<file path="src/rtl/display_capture.sv">
`default_nettype none
// ============================================================================
// Module   : display_capture
// Brief    : Receive end of a 4-digit multiplexed 7-segment bus. Settles,
//            decodes and reassembles LB/HB/dp_mask. Optional stale watchdog
//            enabled by defining DISPLAY_CAPTURE_TIMEOUT_EN.
// Revision : 1.0 - initial release
// ============================================================================
module display_capture #(
    parameter int SETTLE  = 16,
    parameter int TIMEOUT = 200000
) (
    input  logic       clk,
    input  logic       rst_n,
    input  logic [3:0] AN,
    input  logic [6:0] seg,
    input  logic       seg_P,
    output logic [7:0] LB,
    output logic [7:0] HB,
    output logic [3:0] dp_mask,
    output logic       frame_valid,
    output logic       frame_err,
    output logic       stale
);

    localparam int                 c_CNT_W    = $clog2(SETTLE + 1);
    localparam logic [c_CNT_W-1:0] c_CNT_ONE  = c_CNT_W'(1);
    localparam logic [c_CNT_W-1:0] c_CNT_MAX  = c_CNT_W'(SETTLE);
    localparam logic [c_CNT_W-1:0] c_CNT_LAST = c_CNT_W'(SETTLE - 1);

    localparam logic [1:0] c_ST_IDLE   = 2'd0;
    localparam logic [1:0] c_ST_SETTLE = 2'd1;
    localparam logic [1:0] c_ST_HELD   = 2'd2;

    // Returns {bad, nibble}; unknown patterns decode to nibble 0 with bad set.
    function automatic logic [4:0] decode_seg(input logic [6:0] s);
        logic [4:0] v;
        case (s)
            7'b1000000: v = 5'h00;
            7'b1111001: v = 5'h01;
            7'b0100100: v = 5'h02;
            7'b0110000: v = 5'h03;
            7'b0011001: v = 5'h04;
            7'b0010010: v = 5'h05;
            7'b0000010: v = 5'h06;
            7'b1111000: v = 5'h07;
            7'b0000000: v = 5'h08;
            7'b0010000: v = 5'h09;
            7'b0001000: v = 5'h0A;
            7'b0000011: v = 5'h0B;
            7'b1000110: v = 5'h0C;
            7'b0100001: v = 5'h0D;
            7'b0000110: v = 5'h0E;
            7'b0001110: v = 5'h0F;
            default:    v = 5'h10;
        endcase
        return v;
    endfunction

    logic [3:0]         r_an;
    logic [6:0]         r_seg;
    logic               r_segp;
    logic [11:0]        r_prev;
    logic [1:0]         r_state;
    logic [1:0]         w_state_nxt;
    logic [c_CNT_W-1:0] r_cnt;
    logic [c_CNT_W-1:0] w_cnt_nxt;
    logic [3:0][3:0]    r_nib;
    logic [3:0]         r_sdp;
    logic [3:0]         r_bad;
    logic [3:0]         r_captured;
    logic [7:0]         r_lb;
    logic [7:0]         r_hb;
    logic [3:0]         r_dp_mask;
    logic               r_frame_valid;
    logic               r_frame_err;

    logic [11:0]        w_tuple;
    logic               w_changed;
    logic               w_an_valid;
    logic [1:0]         w_idx;
    logic               w_capture;
    logic [3:0]         w_cap_vec;
    logic [4:0]         w_dec;
    logic               w_complete;
    logic               w_timeout;
    logic [3:0]         w_bad_nxt;
    logic [3:0]         w_captured_nxt;

    // Sample stage plus one-deep history for change detection.
    always_ff @(posedge clk or negedge rst_n) begin
        if (!rst_n) begin
            r_an   <= 4'hF;
            r_seg  <= 7'h7F;
            r_segp <= 1'b1;
            r_prev <= 12'hFFF;
        end else begin
            r_an   <= AN;
            r_seg  <= seg;
            r_segp <= seg_P;
            r_prev <= w_tuple;
        end
    end

    assign w_tuple   = {r_an, r_seg, r_segp};
    assign w_changed = (w_tuple != r_prev);
    assign w_dec     = decode_seg(r_seg);

    always_comb begin
        w_an_valid = 1'b1;
        w_idx      = 2'd0;
        case (r_an)
            4'b1110: w_idx = 2'd0;
            4'b1101: w_idx = 2'd1;
            4'b1011: w_idx = 2'd2;
            4'b0111: w_idx = 2'd3;
            default: w_an_valid = 1'b0;
        endcase
    end

    always_ff @(posedge clk or negedge rst_n) begin
        if (!rst_n) begin
            r_state <= c_ST_IDLE;
            r_cnt   <= '0;
        end else begin
            r_state <= w_state_nxt;
            r_cnt   <= w_cnt_nxt;
        end
    end

    always_comb begin
        w_state_nxt = r_state;
        w_cnt_nxt   = r_cnt;
        case (r_state)
            c_ST_IDLE: begin
                if (w_an_valid) begin
                    w_state_nxt = c_ST_SETTLE;
                    w_cnt_nxt   = c_CNT_ONE;
                end
            end
            c_ST_SETTLE: begin
                if (w_changed) begin
                    w_state_nxt = w_an_valid ? c_ST_SETTLE : c_ST_IDLE;
                    w_cnt_nxt   = w_an_valid ? c_CNT_ONE : '0;
                end else begin
                    w_cnt_nxt = (r_cnt == c_CNT_MAX) ? r_cnt : r_cnt + c_CNT_ONE;
                    if (r_cnt == c_CNT_LAST) begin
                        w_state_nxt = c_ST_HELD;
                    end
                end
            end
            c_ST_HELD: begin
                if (w_changed) begin
                    w_state_nxt = w_an_valid ? c_ST_SETTLE : c_ST_IDLE;
                    w_cnt_nxt   = w_an_valid ? c_CNT_ONE : '0;
                end
            end
            default: begin
                w_state_nxt = c_ST_IDLE;
                w_cnt_nxt   = '0;
            end
        endcase
    end

    // Capture fires on the sample that brings the counter up to SETTLE.
    always_comb begin
        w_capture = (r_state == c_ST_SETTLE) && !w_changed && (r_cnt == c_CNT_LAST);
        w_cap_vec = w_capture ? (4'b0001 << w_idx) : 4'b0000;
    end

    assign w_complete = (r_captured == 4'b1111);

    // A capture landing on the completion cycle belongs to the next frame.
    always_comb begin
        w_bad_nxt      = w_complete ? 4'b0000 : r_bad;
        w_captured_nxt = (w_complete || w_timeout) ? 4'b0000 : r_captured;
        if (w_capture) begin
            w_bad_nxt[w_idx] = w_dec[4];
        end
        w_captured_nxt = w_captured_nxt | w_cap_vec;
    end

    always_ff @(posedge clk or negedge rst_n) begin
        if (!rst_n) begin
            r_nib         <= '0;
            r_sdp         <= 4'b0000;
            r_bad         <= 4'b0000;
            r_captured    <= 4'b0000;
            r_lb          <= 8'h00;
            r_hb          <= 8'h00;
            r_dp_mask     <= 4'b0000;
            r_frame_valid <= 1'b0;
            r_frame_err   <= 1'b0;
        end else begin
            if (w_capture) begin
                r_nib[w_idx] <= w_dec[3:0];
                r_sdp[w_idx] <= ~r_segp;
            end
            r_bad         <= w_bad_nxt;
            r_captured    <= w_captured_nxt;
            r_frame_valid <= w_complete;
            if (w_complete) begin
                r_lb        <= {r_nib[1], r_nib[0]};
                r_hb        <= {r_nib[3], r_nib[2]};
                r_dp_mask   <= r_sdp;
                r_frame_err <= |r_bad;
            end
        end
    end

    assign LB          = r_lb;
    assign HB          = r_hb;
    assign dp_mask     = r_dp_mask;
    assign frame_valid = r_frame_valid;
    assign frame_err   = r_frame_err;

`ifdef DISPLAY_CAPTURE_TIMEOUT_EN
    localparam int                c_WD_W    = $clog2(TIMEOUT + 1);
    localparam logic [c_WD_W-1:0] c_WD_ONE  = c_WD_W'(1);
    localparam logic [c_WD_W-1:0] c_WD_LAST = c_WD_W'(TIMEOUT - 1);

    logic [c_WD_W-1:0] r_wd;
    logic              r_stale;

    always_ff @(posedge clk or negedge rst_n) begin
        if (!rst_n) begin
            r_wd    <= '0;
            r_stale <= 1'b0;
        end else if (w_complete) begin
            r_wd    <= '0;
            r_stale <= 1'b0;
        end else if (r_wd == c_WD_LAST) begin
            r_wd    <= '0;
            r_stale <= 1'b1;
        end else begin
            r_wd <= r_wd + c_WD_ONE;
        end
    end

    assign w_timeout = !w_complete && (r_wd == c_WD_LAST);
    assign stale     = r_stale;
`else
    // No watchdog in this build: stale is constantly 0.
    assign w_timeout = 1'b0;
    assign stale     = (TIMEOUT < 0);
`endif

endmodule
`default_nettype wire
</file>
<file path="config.mk">
export PLATFORM = sky130hd
export DESIGN_NAME = display_capture
export DESIGN_NICKNAME = d
export VERILOG_FILES = /design/src/rtl/display_capture.sv
export SDC_FILE = /design/constraint.sdc
export NUM_CORES = 1
export LEC_CHECK = 0
export CAP_MARGIN = 20
export CORE_MARGIN = 10
export CORE_UTILIZATION = 25
export CTS_BUF_LIST = sky130_fd_sc_hd__clkbuf_8
export DETAILED_ROUTE_END_ITERATION = 10
export GPL_TIMING_DRIVEN = 1
export PLACE_DENSITY = 0.46
export SYNTH_ARGS = -nofsm -noshare
export SYNTH_HDL_FRONTEND = slang
export SYNTH_SLANG_ARGS = --single-unit
</file>
<file path="constraint.sdc">
create_clock -name clk -period 4.85 [get_ports clk]
set_input_delay 1.455 -clock clk [delete_from_list [all_inputs] [get_ports clk]]
set_output_delay 1.455 -clock clk [all_outputs]
set_load 0.02 [all_outputs]
</file>
==> impl_summary.txt, run 1 <==
----------------------------------------------------
[Placed design]
  Post-detailed-placement half-perimeter wirelength ... 4911 um
  Final RePlAce weighted congestion ... 0.8185
  Post-Place Setup Slack ... 2311 ps
  # port buffers ... 35

[Critical path]
  Minimum setup slack among reg-to-reg paths ... 2290 ps
  Cell with the largest stage delay on the worst path ... clkdlybuf4s50_1
  Data required time of the worst path ... 3390 ps
  Delay-heaviest family, CP ... buffers and inverters
  Crit path launch type ... flop
  CP bufs+invs ... 1
  Reg-to-reg endpoint ... r_sdp[2]
  Highest fanout seen on the critical path ... 2
  R2r worst-path depth ... 5
  Launching point of the worst reg2reg path ... r_seg[4]
  CP Cell Sequence ... clkdlybuf4s50_1
  Crit end category ... output port
  Worst stage delay on the critical path ... 610 ps
  WS Path Type ... reg2out
  Arrival time reported for the critical path endpoint ... 1340 ps

[STA]
  Number of pins exceeding their max-slew limit in the final report ... 0
  Setup ws final ... 2052 ps
  Final setup violation count ... 0
  Achievable clock frequency ... 0.3574 GHz
  Worst slew slack as a fraction of its limit ... 54.16%
  Period minus WS final ... 2798 ps
  RSZ-0062 raised after global routing ... false
  Total negative slack for setup checks ... 0 ps
  Clock Skew ... 14.55 ps
  Worst Tran Pin Value ... 685.5 ps
  Final worst path period share ... 57.69%
  Count of final hold-check violations ... 0

[CTS]
  Hold Buf Count CTS ... 0
  Post CTS Setup Buffer Count ... 0
  Cts repair resizes ... 0
  Clock-pin transition on the worst setup and hold timing paths ... 80 ps
  Number of clock sinks ... 81
  Maximum clock path buffer count ... 2
  Root buffer cell ... clkbuf_8
  Number of H-tree levels ... 3
  CTS tree ... built
  Clock latency of the later-clocked register in the worst-skew pair ... 360 ps
  Number of buffers added by the clock tree synthesis step ... 9

[Floorplan]
  Die outline area ... 0.01920 sq mm
  Starting density of the core ... 25.42%
  Standard-cell rows ... 43
  Die height ... 138.6 um
  Die width ... 138.6 um
  Core region area ... 0.01383 sq mm
  Io pins ... 37

[Synth]
  Yosys top cell area share ... 40.58%
  Dominant register cell in the synthesized netlist ... dfrtp_1
  Top cells by area in the synthesized netlist ... dfrtp_1, dfstp_2, mux2i_1
  Number of flip-flops and latches in the synthesized netlist ... 81
  Synthesized area per cell ... 11.26 sq um
  Sequential share of the synthesized area ... 58.53%
  Syn. warnings ... 0
  Post-Synthesis Cell Area ... 0.003515 sq mm
  Net count after synthesis ... 329
  Netlist cell types ... 54
  Count of flip-flops with a built-in enable after synthesis ... 0
  Most area-hungry cell type in the Yosys netlist ... dfrtp_1
  Share of async-settable or async-resettable flops after synthesis ... 100.0%
  Post-Synthesis Cells ... 312

[Route]
  DRC violation count after routing ... 0
  Vias per std cell ... 4.307
  Wirelength per Cell ... 13.32 um
  Vias after detailed routing ... 2,274
  Count of antenna-violating nets left after detailed routing ... 0
  Wire length after detailed routing ... 7034 um
  Detailed Route Iter0 Violations ... 135
  First-pass DRT Iterations ... 5

[Run]
  Max cap viols ... 0

[Power and ir drop]
  Power after layout ... 1.208 mW
  Power per standard cell area ... 288.2 mW/mm^2
  Worst VDD drop ... 0.0001208 V
  Leakage power ... 1.848 nW

[Worst hold path]
  Cell count of the worst hold path ... 0
  Worst min-delay path category ... reg2reg
  Origin of the worst min-delay path ... r_an[0]
  Min-Delay Endpoint ... r_prev[8]

[Cells and area]
  Final layout net count ... 361
  Number of antenna repair diodes ... 0
  Fraction of final layout cells sized beyond drive strength 1 ... 13.79%
  Post-synthesis to final-layout area growth ... 19.30%

[Outcome]
  Status ... complete, no violations

[GRT]
  Antenna violations before repair ... 0
  Maximum number of pins on one net before global-route repair ... 82
  Total global routing track utilization ... 7.668%
  Met1 capacity usage during global routing ... 9.453%
  Global-route wire length before repair ... 12,010 um
  Vias in the first global route ... 2,327
  Global-route met3 utilization ... 2.432%
  Total overflow reported by the global router ... 0
  Routing layer with the top usage in global route ... met2
  Met2 Resource Use GR ... 11.87%

----------------------------------------------------
## flip-flops by register name, indices dropped and copies added (netlist names)
register and count:
r_an 4, r_seg 7, HB 8, r_captured 4, frame_valid 1, r_nib 16, r_bad 4, dp_mask 4
r_state 2, r_prev 12, r_segp 1, r_sdp 4, LB 8, r_cnt 5, frame_err 1
## power by group
group / total [mW] / switching [mW] / internal [mW]
Clock: 0.420 / 0.240 / 0.180
Combinational: 0.0735 / 0.0427 / 0.0307
Sequential: 0.715 / 0.0194 / 0.696
Total: 1.21 / 0.302 / 0.907
## synth_stat cells (3+ instances only)
cell type	instances
dfrtp_1	57
clkbuf_1	9
nor2_1	5
nand4_1	6
o22ai_1	3
a21o_1	5
buf_2	3
or3_1	3
o32ai_1	3
nand2_1	43
ha_1	3
dfstp_2	24
mux2i_1	24
xor2_1	15
nand3_1	6
a21oi_1	5
o21ai_0	22
inv_1	29
## cell usage in the layout, fill, tap and decap left out, types with 2 or more instances in the layout
cell             instances
a21o_1                   5
a21oi_1                  5
a32oi_1                  2
and2_1                   2
and3_1                   2
buf_4                    2
clkbuf_8                 9
clkdlybuf4s50_1         34
clkinvlp_4               2
dfrtp_1                 57
dfstp_2                 24
ha_1                     3
inv_1                   31
mux2i_1                 24
nand2_1                 43
nand2b_1                 2
nand3_1                  6
nand3b_1                 2
nand4_1                  6
nand4bb_1                2
nor2_1                   5
nor3_1                   2
nor4_4                   2
o21ai_0                 22
o22ai_1                  3
o2bb2ai_1                2
o32ai_1                  3
or3_1                    3
or4_1                    2
xor2_1                  15
## per-stage QoR
step / hold slack [ps] / area, sq um / utilization (%) / instances
final: 416.5 / 4193 / 30.32 / 528
after global routing: 422.7 / 4193 / 30.32 / 528
after CTS: 415.7 / 4173 / 30.18 / 527
after detailed placement: 404.5 / 4013 / 29.02 / 512
after global placement: 401.4 / 4013 / 29.02 / 512
after floorplan: 351.9 / 3515 / - / 312
## layout make-up
type	instances	area [sq um]
fill	1422	9634
clock inverter	6	36.28
sequential	81	2057
multi-input combinational	186	1266
timing repair buffer	37	375.4
clock buffer	9	123.9
inverter	29	108.9
tap	180	225.2
## cells by family after synthesis
logic type	count (synthesis)	synth area share, %
adders and majority gates	4	1.353
AOI/OAI and AO/OA	51	9.221
xor gates and xnor gates	17	4.450
other	1	0.1067
buffers and inverters	45	5.446
muxes	24	6.835
DFF	81	58.53
and+or+nand+nor	89	14.06
## worst max-delay path by stage
stage	slack [ps]	cells after the start	end	from
after detailed placement	2310	5	r_nib[9]	r_seg[4]
after CTS	2000	1	HB[1]	HB[1]
after floorplan	2670	7	r_nib[5]	r_seg[6]
final	2050	1	HB[1]	HB[1]
after global routing	1980	1	HB[1]	HB[1]
after global placement	2360	5	r_nib[9]	r_seg[4]
## routing by layer
metal	wire length (um)	vias up
met4	160	0
met3	321	13
met2	3287	48
met5	0	-
met1	3265	1092
li1	-	1121
Power figures use the tool's default switching activity.
==> run 2: changes to the inputs <==
- PLACE_DENSITY: 0.46 -> 0.47
- clock period: 4.85 -> 2.4 ns (I/O delays scaled with it)
==> impl_summary.txt, run 2 (synthesis results as in run 1) <==
----------------------------------------------------
[Outcome]
  Status ... complete, no violations (unchanged)

[CTS]
  Root buffer cell ... clkbuf_8 (unchanged)
  Number of H-tree levels ... 3 (unchanged)
  Clock-pin transition on the worst setup and hold timing paths ... 80 ps (about the same)
  CTS tree ... built (unchanged)
  Clock latency of the later-clocked register in the worst-skew pair ... 350 ps (was 360 ps)
  Number of buffers added by the clock tree synthesis step ... 9 (unchanged)
  Post CTS Setup Buffer Count ... 0 (unchanged)
  Number of clock sinks ... 81 (unchanged)
  Maximum clock path buffer count ... 2 (unchanged)

[Route]
  Vias per std cell ... 4.349 (was 4.307)
  Wire length after detailed routing ... 7257 um (was 7034 um)
  Vias after detailed routing ... 2,340 (was 2,274)
  First-pass DRT Iterations ... 4 (was 5)
  Wirelength per Cell ... 13.49 um (was 13.32 um)
  DRC violation count after routing ... 0 (unchanged)
  Count of antenna-violating nets left after detailed routing ... 0 (unchanged)
  Detailed Route Iter0 Violations ... 143 (was 135)

[GRT]
  Total global routing track utilization ... 7.965% (was 7.668%)
  Total overflow reported by the global router ... 0 (unchanged)
  Antenna violations before repair ... 0 (unchanged)
  Global-route wire length before repair ... 12,680 um (was 12,010 um)
  Vias in the first global route ... 2,394 (was 2,327)
  Maximum number of pins on one net before global-route repair ... 48 (was 82)

[Critical path]
  Launching point of the worst reg2reg path ... r_seg[4] (unchanged)
  WS Path Type ... reg2reg (was reg2out)
  Worst setup path endpoint ... r_nib[13] (was HB[1])
  Arrival time reported for the critical path endpoint ... 2420 ps (was 1340 ps)
  Crit path launch type ... flop (unchanged)
  Highest fanout seen on the critical path ... 13 (was 2)
  Minimum setup slack among reg-to-reg paths ... 180 ps (was 2290 ps)
  Data required time of the worst path ... 2610 ps (was 3390 ps)
  Crit path launch ... r_seg[4] (was HB[1])
  R2r worst-path depth ... 5 (unchanged)
  Reg-to-reg endpoint ... r_nib[13] (was r_sdp[2])
  Crit end category ... flop (was output port)

[Floorplan]
  Die width ... 138.6 um (unchanged)
  Io pins ... 37 (unchanged)
  Core region area ... 0.01383 sq mm (unchanged)
  Standard-cell rows ... 43 (unchanged)
  Starting density of the core ... 25.42% (unchanged)
  Die outline area ... 0.01920 sq mm (unchanged)
  Die height ... 138.6 um (unchanged)

[Power and ir drop]
  Worst VDD drop ... 0.0002486 V (was 0.0001208 V)
  Int Pwr ... 1.833 mW (was 0.9068 mW)
  Power after layout ... 2.423 mW (was 1.208 mW)
  Relative contribution of sequential cells to total power ... 59.5% (was 59.2%)
  Switching Power ... 0.5899 mW (was 0.3017 mW)
  Combinational group share of total power ... 6.8% (was 6.1%)
  Power per standard cell area ... 568.2 mW/mm^2 (was 288.2 mW/mm^2)
  Switching Fraction ... 24.35% (was 24.96%)
  Leakage power ... 1.900 nW (was 1.848 nW)
  Clock power frac ... 33.7% (was 34.7%)

[Worst hold path]
  Worst min-delay path category ... in2async (was reg2reg)

[Cells and area]
  Number of antenna repair diodes ... 0 (unchanged)
  Top Registers ... r_nib: 16 flops, r_prev: 12 flops (unchanged)
  Number of flip-flops in the largest register ... 16 (unchanged)
  Non-filler instance count after layout ... 538 (was 528)
  Total area of multi-input combinational cells ... 0.001270 sq mm (was 0.001266 sq mm)
  Share of the core filled with cells ... 30.84% (was 30.32%)
  Top library cells by usage in the layout, fill and taps aside ... dfrtp_1, nand2_1, clkdlybuf4s50_1 (unchanged)
  Most common cell after layout, fill and taps aside ... dfrtp_1 (unchanged)
  Register with the most flip-flops ... r_nib (unchanged)
  Post-synthesis to final-layout area growth ... 21.32% (was 19.30%)
  Final layout net count ... 371 (was 361)
  Seq. cell area ... 0.002057 sq mm (unchanged)
  Fillcell total ... 1,399 (was 1,422)
  Post-route cell area ... 0.004264 sq mm (was 0.004193 sq mm)
  Fraction of final layout cells sized beyond drive strength 1 ... 16.20% (was 13.79%)

[Placed design]
  Post-detailed-placement half-perimeter wirelength ... 5369 um (was 4911 um)
  Inst Count DP ... 523 (was 512)
  Post-Place Setup Slack ... 97.50 ps (was 2311 ps)
  Placement-stage cell area ... 0.004108 sq mm (was 0.004013 sq mm)
  Final RePlAce weighted congestion ... 0.7520 (was 0.8185)
  # port buffers ... 35 (unchanged)

[STA]
  Count of final hold-check violations ... 0 (unchanged)
  Period minus WS final ... 2217 ps
  Clock Skew ... 10.74 ps (was 14.55 ps)
  Total negative slack for setup checks ... 0 ps (unchanged)
  Setup ws final ... 183.2 ps (was 2052 ps)
  Achievable clock frequency ... 0.4511 GHz
  Min Hold Slack ... 198.1 ps (was 416.5 ps)
  Number of pins exceeding their max-slew limit in the final report ... 0 (unchanged)
  RSZ-0062 raised after global routing ... false (unchanged)
  Final worst path period share ... 92.37%
  Final setup violation count ... 0 (unchanged)

[Run]
  Max cap viols ... 0 (unchanged)

----------------------------------------------------
[run 2: cell count changes in the layout (fill, tap and decap cells not counted), sizes merged]
| cell | previous run | this run |
|---|---|---|
| clkinvlp | 2 | 1 |
| buf | 3 | 13 |
| clkinv | 1 | 3 |
| inv | 32 | 31 |
[run 2: worst min-delay path by stage]
stage	endpoint	slack (ps)	cells past startpoint
3_5_place_dp	r_prev[8]	400	0
6_report	frame_valid	200	1
2_1_floorplan	r_prev[7]	350	0
3_3_place_gp	r_prev[8]	400	0
5_1_grt	frame_valid	190	1
4_1_cts	frame_valid	190	1
[run 2: area by class of cell]
class / instances / share of cell area, %
clock buffers: 9 / 2.905
inverters: 29 / 2.553
well taps: 180 / 5.282
repair buffers: 47 / 10.56
flip-flops and latches: 81 / 48.24
multi-input cells: 186 / 29.78
clock inverters: 6 / 0.6749
[run 2: power by group through the flow]
| stage | registers (mW) | clock network [mW] | logic [mW] |
|---|---|---|---|
| finish | 1.44 | 0.815 | 0.166 |
| global route | 1.45 | 0.920 | 0.186 |
| CTS | 1.44 | 0.863 | 0.170 |
| detailed placement | 1.47 | 0 | 0.169 |
| global placement | 1.47 | 0 | 0.168 |
| floorplan | 1.45 | 0 | 0.0988 |
[run 2: critical path: stages, from the launching register on]
cell and delay, ps:
dfstp_2 660, xor2_1 110, nor4_2 360, nand3_2 150
or3_1 600, mux2i_1 190
[run 2: metal layers]
metal  up-vias  wire, um  track usage, %
li1       1143         -               -
met1      1138      3468           10.22
met2        47      3299           12.00
met3        12       328           2.568
met4         0       161           3.385
met5         -         0               0
[run 2: repair_timing]
action                     4_1_cts  5_1_grt
hold buffers                     0        0
hold endpoints to repair         0        0
resized for setup                0        1
setup endpoints to repair        0        6
